<file path="src/rtl/pipelined_add_sub_pkg.sv">
// Shared ALU definitions: operation encodings used by the ALU decoder and the add/sub pipeline.
package pipelined_add_sub_pkg;

  localparam int unsigned ALU_OP_WIDTH = 1;

  typedef enum logic [ALU_OP_WIDTH-1:0] {
    OP_ADD = 1'b0,
    OP_SUB = 1'b1
  } alu_op_e;

endpackage

</file>
<file path="src/rtl/pipelined_add_sub_if.sv">
// Operand/result handshake bundle for the pipelined adder/subtractor.
interface pipelined_add_sub_if #(
  parameter int unsigned WIDTH = 32
) ();

  logic             in_valid;
  logic             in_ready;
  logic [WIDTH-1:0] a;
  logic [WIDTH-1:0] b;
  logic             sub;
  logic             out_valid;
  logic             out_ready;
  logic [WIDTH-1:0] sum;
  logic             carry_out;
  logic             overflow;

  modport master (
    output in_valid, a, b, sub, out_ready,
    input  in_ready, out_valid, sum, carry_out, overflow
  );

  modport slave (
    input  in_valid, a, b, sub, out_ready,
    output in_ready, out_valid, sum, carry_out, overflow
  );

endinterface

</file>
<file path="src/rtl/full_adder.sv">
// Single-bit full adder cell.
module full_adder (
  input  logic a,
  input  logic b,
  input  logic c_in,
  output logic s,
  output logic c_out
);

  assign s     = a ^ b ^ c_in;
  assign c_out = (a & b) | (c_in & (a ^ b));

endmodule

</file>
<file path="src/rtl/pipelined_add_sub_add_chunk.sv">
// Combinational ripple-carry chunk built from full_adder cells; also exposes the carry into
// its top bit so the caller can derive signed overflow.
module add_chunk #(
  parameter int unsigned WIDTH = 8
) (
  input  logic [WIDTH-1:0] a,
  input  logic [WIDTH-1:0] b,
  input  logic             c_in,
  output logic [WIDTH-1:0] s,
  output logic             c_out,
  output logic             c_msb_in
);

  logic [WIDTH:0] c;

  assign c[0] = c_in;

  for (genvar i = 0; i < WIDTH; i++) begin : g_bit
    full_adder u_fa (
      .a    (a[i]),
      .b    (b[i]),
      .c_in (c[i]),
      .s    (s[i]),
      .c_out(c[i+1])
    );
  end

  assign c_out    = c[WIDTH];
  assign c_msb_in = c[WIDTH-1];

endmodule

</file>
<file path="src/rtl/pipelined_add_sub.sv">
// Pipelined two's-complement add/sub: stage k resolves chunk k of the carry chain, passing the
// remaining operands, partial sum and carry forward under a single valid/ready advance.
module pipelined_add_sub
  import pipelined_add_sub_pkg::*;
#(
  parameter int unsigned WIDTH  = 32,
  parameter int unsigned STAGES = 4
) (
  input logic               clk,
  input logic               rst,
  pipelined_add_sub_if.slave bus
);

  localparam int unsigned CHUNK = WIDTH / STAGES;
  localparam int unsigned LAST  = STAGES - 1;

  logic                advance;
  logic [STAGES-1:0]   v_q, v_src;
  logic [STAGES-1:0]   c_q, c_src, chunk_c;
  logic                chunk_cm [STAGES];
  logic [CHUNK-1:0]    chunk_s  [STAGES];
  logic [WIDTH-1:0]    a_q      [STAGES];
  logic [WIDTH-1:0]    b_q      [STAGES];
  logic [WIDTH-1:0]    s_q      [STAGES];
  logic [WIDTH-1:0]    a_src    [STAGES];
  logic [WIDTH-1:0]    b_src    [STAGES];
  logic [WIDTH-1:0]    s_src    [STAGES];
  logic [WIDTH-1:0]    s_next   [STAGES];
  logic                ovf_q;

  assign advance = ~v_q[LAST] | bus.out_ready;

  // Stage 0 takes the raw operands; subtraction folds into ~b with a carry-in of 1.
  always_comb begin
    v_src    = '0;
    c_src    = '0;
    a_src[0] = bus.a;
    b_src[0] = (bus.sub == OP_SUB) ? ~bus.b : bus.b;
    s_src[0] = '0;
    c_src[0] = (bus.sub == OP_SUB);
    v_src[0] = bus.in_valid;
    for (int k = 1; k < STAGES; k++) begin
      a_src[k] = a_q[k-1];
      b_src[k] = b_q[k-1];
      s_src[k] = s_q[k-1];
      c_src[k] = c_q[k-1];
      v_src[k] = v_q[k-1];
    end
  end

  for (genvar k = 0; k < STAGES; k++) begin : g_stage
    add_chunk #(
      .WIDTH(CHUNK)
    ) u_chunk (
      .a       (a_src[k][k*CHUNK +: CHUNK]),
      .b       (b_src[k][k*CHUNK +: CHUNK]),
      .c_in    (c_src[k]),
      .s       (chunk_s[k]),
      .c_out   (chunk_c[k]),
      .c_msb_in(chunk_cm[k])
    );
  end

  always_comb begin
    for (int k = 0; k < STAGES; k++) begin
      s_next[k]                  = s_src[k];
      s_next[k][k*CHUNK +: CHUNK] = chunk_s[k];
    end
  end

  // Only the valid bits need reset; data under an invalid stage is never exposed.
  always_ff @(posedge clk) begin
    if (rst) begin
      v_q <= '0;
    end else if (advance) begin
      v_q   <= v_src;
      c_q   <= chunk_c;
      ovf_q <= chunk_c[LAST] ^ chunk_cm[LAST];
      for (int k = 0; k < STAGES; k++) begin
        a_q[k] <= a_src[k];
        b_q[k] <= b_src[k];
        s_q[k] <= s_next[k];
      end
    end
  end

  assign bus.in_ready  = advance;
  assign bus.out_valid = v_q[LAST];
  assign bus.sum       = v_q[LAST] ? s_q[LAST] : '0;
  assign bus.carry_out = v_q[LAST] & c_q[LAST];
  assign bus.overflow  = v_q[LAST] & ovf_q;

endmodule

</file>
<file path="src/flat_wrapper.sv">
// flat-port wrapper written by rule: the top's interface ports become plain ports
module pipelined_add_sub_flat import pipelined_add_sub_pkg::*;
#(
  parameter int unsigned WIDTH  = 32,
  parameter int unsigned STAGES = 4
)
  (clk, rst, bus_in_valid, bus_a, bus_b, bus_sub, bus_out_ready, bus_in_ready, bus_out_valid, bus_sum, bus_carry_out, bus_overflow);
  pipelined_add_sub_if #(.WIDTH(WIDTH)) bus_i ();
  input logic clk;
  input logic rst;
  input wire logic [$bits(bus_i.in_valid)-1:0] bus_in_valid;
  input wire logic [$bits(bus_i.a)-1:0] bus_a;
  input wire logic [$bits(bus_i.b)-1:0] bus_b;
  input wire logic [$bits(bus_i.sub)-1:0] bus_sub;
  input wire logic [$bits(bus_i.out_ready)-1:0] bus_out_ready;
  output wire logic [$bits(bus_i.in_ready)-1:0] bus_in_ready;
  output wire logic [$bits(bus_i.out_valid)-1:0] bus_out_valid;
  output wire logic [$bits(bus_i.sum)-1:0] bus_sum;
  output wire logic [$bits(bus_i.carry_out)-1:0] bus_carry_out;
  output wire logic [$bits(bus_i.overflow)-1:0] bus_overflow;
  assign bus_i.in_valid = bus_in_valid;
  assign bus_i.a = bus_a;
  assign bus_i.b = bus_b;
  assign bus_i.sub = bus_sub;
  assign bus_i.out_ready = bus_out_ready;
  assign bus_in_ready = bus_i.in_ready;
  assign bus_out_valid = bus_i.out_valid;
  assign bus_sum = bus_i.sum;
  assign bus_carry_out = bus_i.carry_out;
  assign bus_overflow = bus_i.overflow;
  pipelined_add_sub #(.WIDTH(WIDTH), .STAGES(STAGES)) u_core (.clk(clk), .rst(rst), .bus(bus_i));
endmodule
</file>
<file path="config.mk">
export PLATFORM = sky130hd
export DESIGN_NAME = pipelined_add_sub_flat
export DESIGN_NICKNAME = d
export VERILOG_FILES = /design/src/rtl/pipelined_add_sub_pkg.sv /design/src/rtl/pipelined_add_sub_if.sv /design/src/rtl/full_adder.sv /design/src/rtl/pipelined_add_sub_add_chunk.sv /design/src/rtl/pipelined_add_sub.sv /design/src/flat_wrapper.sv
export SDC_FILE = /design/constraint.sdc
export NUM_CORES = 1
export LEC_CHECK = 0
export CAP_MARGIN = 20
export CORE_ASPECT_RATIO = 0.6
export CORE_UTILIZATION = 48
export CTS_BUF_LIST = sky130_fd_sc_hd__clkbuf_8
export CTS_CLUSTER_SIZE = 25
export DETAILED_ROUTE_END_ITERATION = 7
export PLACE_DENSITY = 0.73
export SLEW_MARGIN = 5
export SYNTH_ARGS = -nofsm -noshare
export SYNTH_HDL_FRONTEND = slang
export SYNTH_SLANG_ARGS = --single-unit
</file>
<file path="constraint.sdc">
create_clock -name clk -period 20 [get_ports clk]
set_input_delay 3 -clock clk [delete_from_list [all_inputs] [get_ports clk]]
set_output_delay 3 -clock clk [all_outputs]
set_load 0.005 [all_outputs]
</file>
* Word level (Yosys, flattened, before mapping)
Memories as Yosys holds them, arrays and structs flattened. Index checks and enable logic that the tools add are counted.
Operators by class: mux-type cells 5, bitwise gates (word level) 167, reductions and logical operators 1
Operators with widths (number):
- $and 1x1->1 | 66
- $xor 1x1->1 | 65
- $mux 32 | 2
- $or 1x1->1 | 33
- $not 32->32 | 1
- $mux 1 | 3
- $not 1->1 | 2
- $reduce_and 2->1 | 1
Word-level totals: flip-flop bits (word level) 9, RAM bits 384, input bits 69, output and inout port bits 36, logic and storage cells 179, memories 3
Memory list:
- u_core.a_q | depth 4, bits a word 32, rd ports 3, clocked after memory_dff 0, write ports 4, line pipelined_add_sub.sv:22 | logic [WIDTH-1:0] a_q [STAGES];
- u_core.b_q | depth 4, bits a word 32, rd ports 3, clocked after memory_dff 0, write ports 4, line pipelined_add_sub.sv:23 | logic [WIDTH-1:0] b_q [STAGES];
- u_core.s_q | depth 4, bits a word 32, rd ports 4, clocked after memory_dff 0, write ports 4, line pipelined_add_sub.sv:24 | logic [WIDTH-1:0] s_q [STAGES];

* Depth between registers and ports, before layout
depth in word-level cells 19, mapped depth 12, mapped depth without buffers 12

* Cells and area by module
From an unflattened synthesis, not the netlist that was laid out.
Unflattened totals: cell total of the unflattened synthesis 303, area, all modules 6791.5 µm²
Modules (own cells, without submodules):
- pipelined_add_sub | instances 1, cells each 271, area an instance 6150.9 µm², seq. area each 5515.3 µm²
- full_adder | instances 32, cells each 1, area an instance 20.0 µm², seq. area each 0.0 µm²

* Worst setup path before layout
Ideal clock, no wire load.
path type input-to-reg, start input port bus_out_ready, end memory u_core.a_q[0][10], enable pin, library setup time 725 ps, arrival 10745 ps, setup slack 8531 ps, stages 2, cell sequence and2b_2 > nor2_1
RTL lines:
- start: declaration | line flat_wrapper.sv:15 | input wire logic [$bits(bus_i.out_ready)-1:0] bus_out_ready;
- end: declaration | line pipelined_add_sub.sv:22

* Final worst setup path
start input port bus_out_ready, end output port bus_in_ready
Between the ends: cells in the longest elaborated chain, start to end 1
Ends and longest elaborated chain:
- $or 1x1->1 | line pipelined_add_sub.sv:31 | assign advance = ~v_q[LAST] | bus.out_ready;
- end: declaration | line flat_wrapper.sv:16 | output wire logic [$bits(bus_i.in_ready)-1:0] bus_in_ready;
No other way between the ends.

==> results_dict.tcl <==
set metrics [dict create \
    status "completed" \
    rsz0062_at_grt "no" \
    synth_seq_area_share_pct 79.4 \
    grt_first_pass_wirelength_um 14800 \
    startpoint_type "input pin" \
    cts.sinks 185 \
    drive_gt1_share_pct 8.73 \
    grt_overflow 0 \
    first_pass_iters 4 \
    cts_tree "yes" \
    fp.dieW_um 157 \
    drcViolationCount 0 \
    register_area_um2 5520 \
    ioPinCount 105 \
    cpMostUsedCell "clkdlybuf4s50_1" \
    grt_pass1_vias 3046 \
    wl_um 9250 \
    htree_levels 4 \
    max-vdd-ir-drop_v 0.0000438 \
    n_fill_cell 998 \
    multi_input_area_um2 1210 \
    fin_skew_ps 14.5 \
    drt_iter0_markers 215 \
    maxCapViolCount 0 \
    vias 3013 \
    holdBufCountCts 0 \
    cts_buffer_depth 2 \
    post-place-cells 638 \
    slew_headroom_pct 64.1 \
    io_buffer_count 104 \
    start_util_pct 50.0 \
    critPathCaptureType "primary output" \
    place_congestion 0.694 \
    crit_fanout 4 \
    vias_per_cell 4.48 \
    stdcell_count 673 \
    synth_cell_type_count 17 \
    finalNetCount 568 \
    worst_pin_slew_ps 538 \
    synth_nets 446 \
    max_clock_freq_mhz 136 \
    cp_cell_sequence "clkdlybuf4s50_1 -> and2b_2 -> inv_2 -> clkdlybuf4s50_1" \
    wl_per_cell_um 13.7 \
    synth_top_area_share_pct 78.3 \
    avgSynthCellArea_um2 20.1 \
    root_buffer "clkbuf_8" \
    grt_max_degree 93 \
    hold_violations 0 \
    post_cts_buffers 0 \
    period_share_pct 36.7 \
    slew_viol_final 0 \
    layout_min_cycle_time_ps 7340 \
    synth.area.top_cells "edfxtp_1, fa_1, xor2_1, and2_1, inv_1" \
    antenna_found_initial 0 \
    fp.dieArea_um2 15000 \
    core-area_um2 13900 \
    setup_viol 0 \
    required_ps 17000 \
    p_leak_nw 3.16 \
    yosys_warnings 0 \
    n_antenna_cell 0 \
    grt_util_all_layers_pct 13.7 \
    cts.repair.resized 0 \
    clk_pin_slew_ps 100 \
    yosys.area.top_type "edfxtp_1" \
    synthCells 346 \
    drtAntennaViolNets 0 \
    hpwl_um 5930 \
    cts_inserted_buffers 17 \
    crit_arrival_ps 4340 \
    synth-seq-cells 185 \
    slowest_stage "clkdlybuf4s50_1" \
    final.setup.tns_ps 0 \
    synth_area_um2 6940 \
    p_per_area_nw_per_um2 89.4 \
    critical_path_class "input pin to primary output" \
    num_rows 33 \
    syn2layout_area_growth_pct 24.7 \
    die_h_um 95.2 \
    clk_latency_ps 440 \
    max_stage_delay_ps 500 \
    hp-class "flip-flop to flip-flop" \
]
## stage by stage
stage	power, mW	instance area, µm²	worst slack [ps]	utilization [%]	hold WS, ps
floorplan	0.521	6940	8530	-	400
global placement	0.542	8200	12700	59.1	401
detailed placement	0.547	8200	12670	59.1	405
CTS	0.784	8590	12660	61.9	414
global route	0.811	8660	12600	62.4	430
finish	0.774	8660	12660	62.4	410
## synthesized netlist by cell type (all sizes together)
master   number
edfxtp      181
inv          45
and2         34
fa           31
xor2         26
buf           7
xnor2         7
dfxtp         4
mux2i         3
nand2b        3
a21oi         1
and2b         1
nand4bb       1
nor2          1
o21ai         1
## cells in the final DEF, fill, tap and decap left out, types with 4 or more instances in the layout
cell,Yosys,layout
and2_1,34,34
xnor2_1,7,7
xor2_1,26,26
edfxtp_1,181,181
dfxtp_1,4,4
fa_1,31,31
clkdlybuf4s50_1,0,103
inv_6,0,4
inv_1,44,44
clkbuf_8,0,17
## worst max-delay path, delay by kind of cell
family / cells / cell delay (ps)
buf+inv: 3 / 1070
simple gates: 1 / 250
## where the power goes
part	leakage, nW	internal (mW)	switching [mW]
Sequential	1.80	0.471	0.00935
Combinational	1.17	0.0292	0.0280
Clock	0.192	0.0936	0.144
Total	3.16	0.593	0.181
## path summary, 6_finish.rpt
path	start	endpoint	slack, ps	cells past startpoint
max	bus_out_ready	bus_in_ready	12660	4
min	u_core.s_q[1][10]	u_core.s_q[2][10]	410	0
max reg2reg	u_core.c_q[2]	u_core.s_q[3][31]	15770	12
min reg2reg	u_core.s_q[1][10]	u_core.s_q[2][10]	410	0
## per-layer routing
layer	global-route usage [%]	share of wire (%)	vias up	wire, µm
met5	0	0	-	0
met4	6.31	1.3	0	118
met3	3.77	4.4	14	410
met2	21.3	48	73	4450
met1	18.2	46	1486	4270
li1	-	-	1440	-
## flip-flops by register name, summed over array words and instances (netlist names)
| register | count |
|---|---|
| u_core.a_q | 48 |
| u_core.s_q | 80 |
| u_core.v_q | 4 |
| u_core.c_q | 4 |
| u_core.ovf_q | 1 |
| u_core.b_q | 48 |
## layout make-up
class	count	area share (%)
Clock buffer	17	2.70
Sequential cell	185	63.7
Tap cell	192	2.77
Timing Repair Buffer	110	13.0
Multi-Input combinational cell	109	14.0
Inverter	45	1.95
Clock inverter	15	1.84
## cell families (layout without fill, tap and decap cells)
kind of cell,after synthesis,after routing,share of synthesized area (%)
mux,3,3,0.433
simple gates,40,40,3.68
compound gates,2,2,0.144
xor+xnor,33,33,4.16
flops,185,185,79.4
fa+ha+maj,31,31,8.94
buf+inv,52,187,3.21
(Power assumes the default switching activity.)
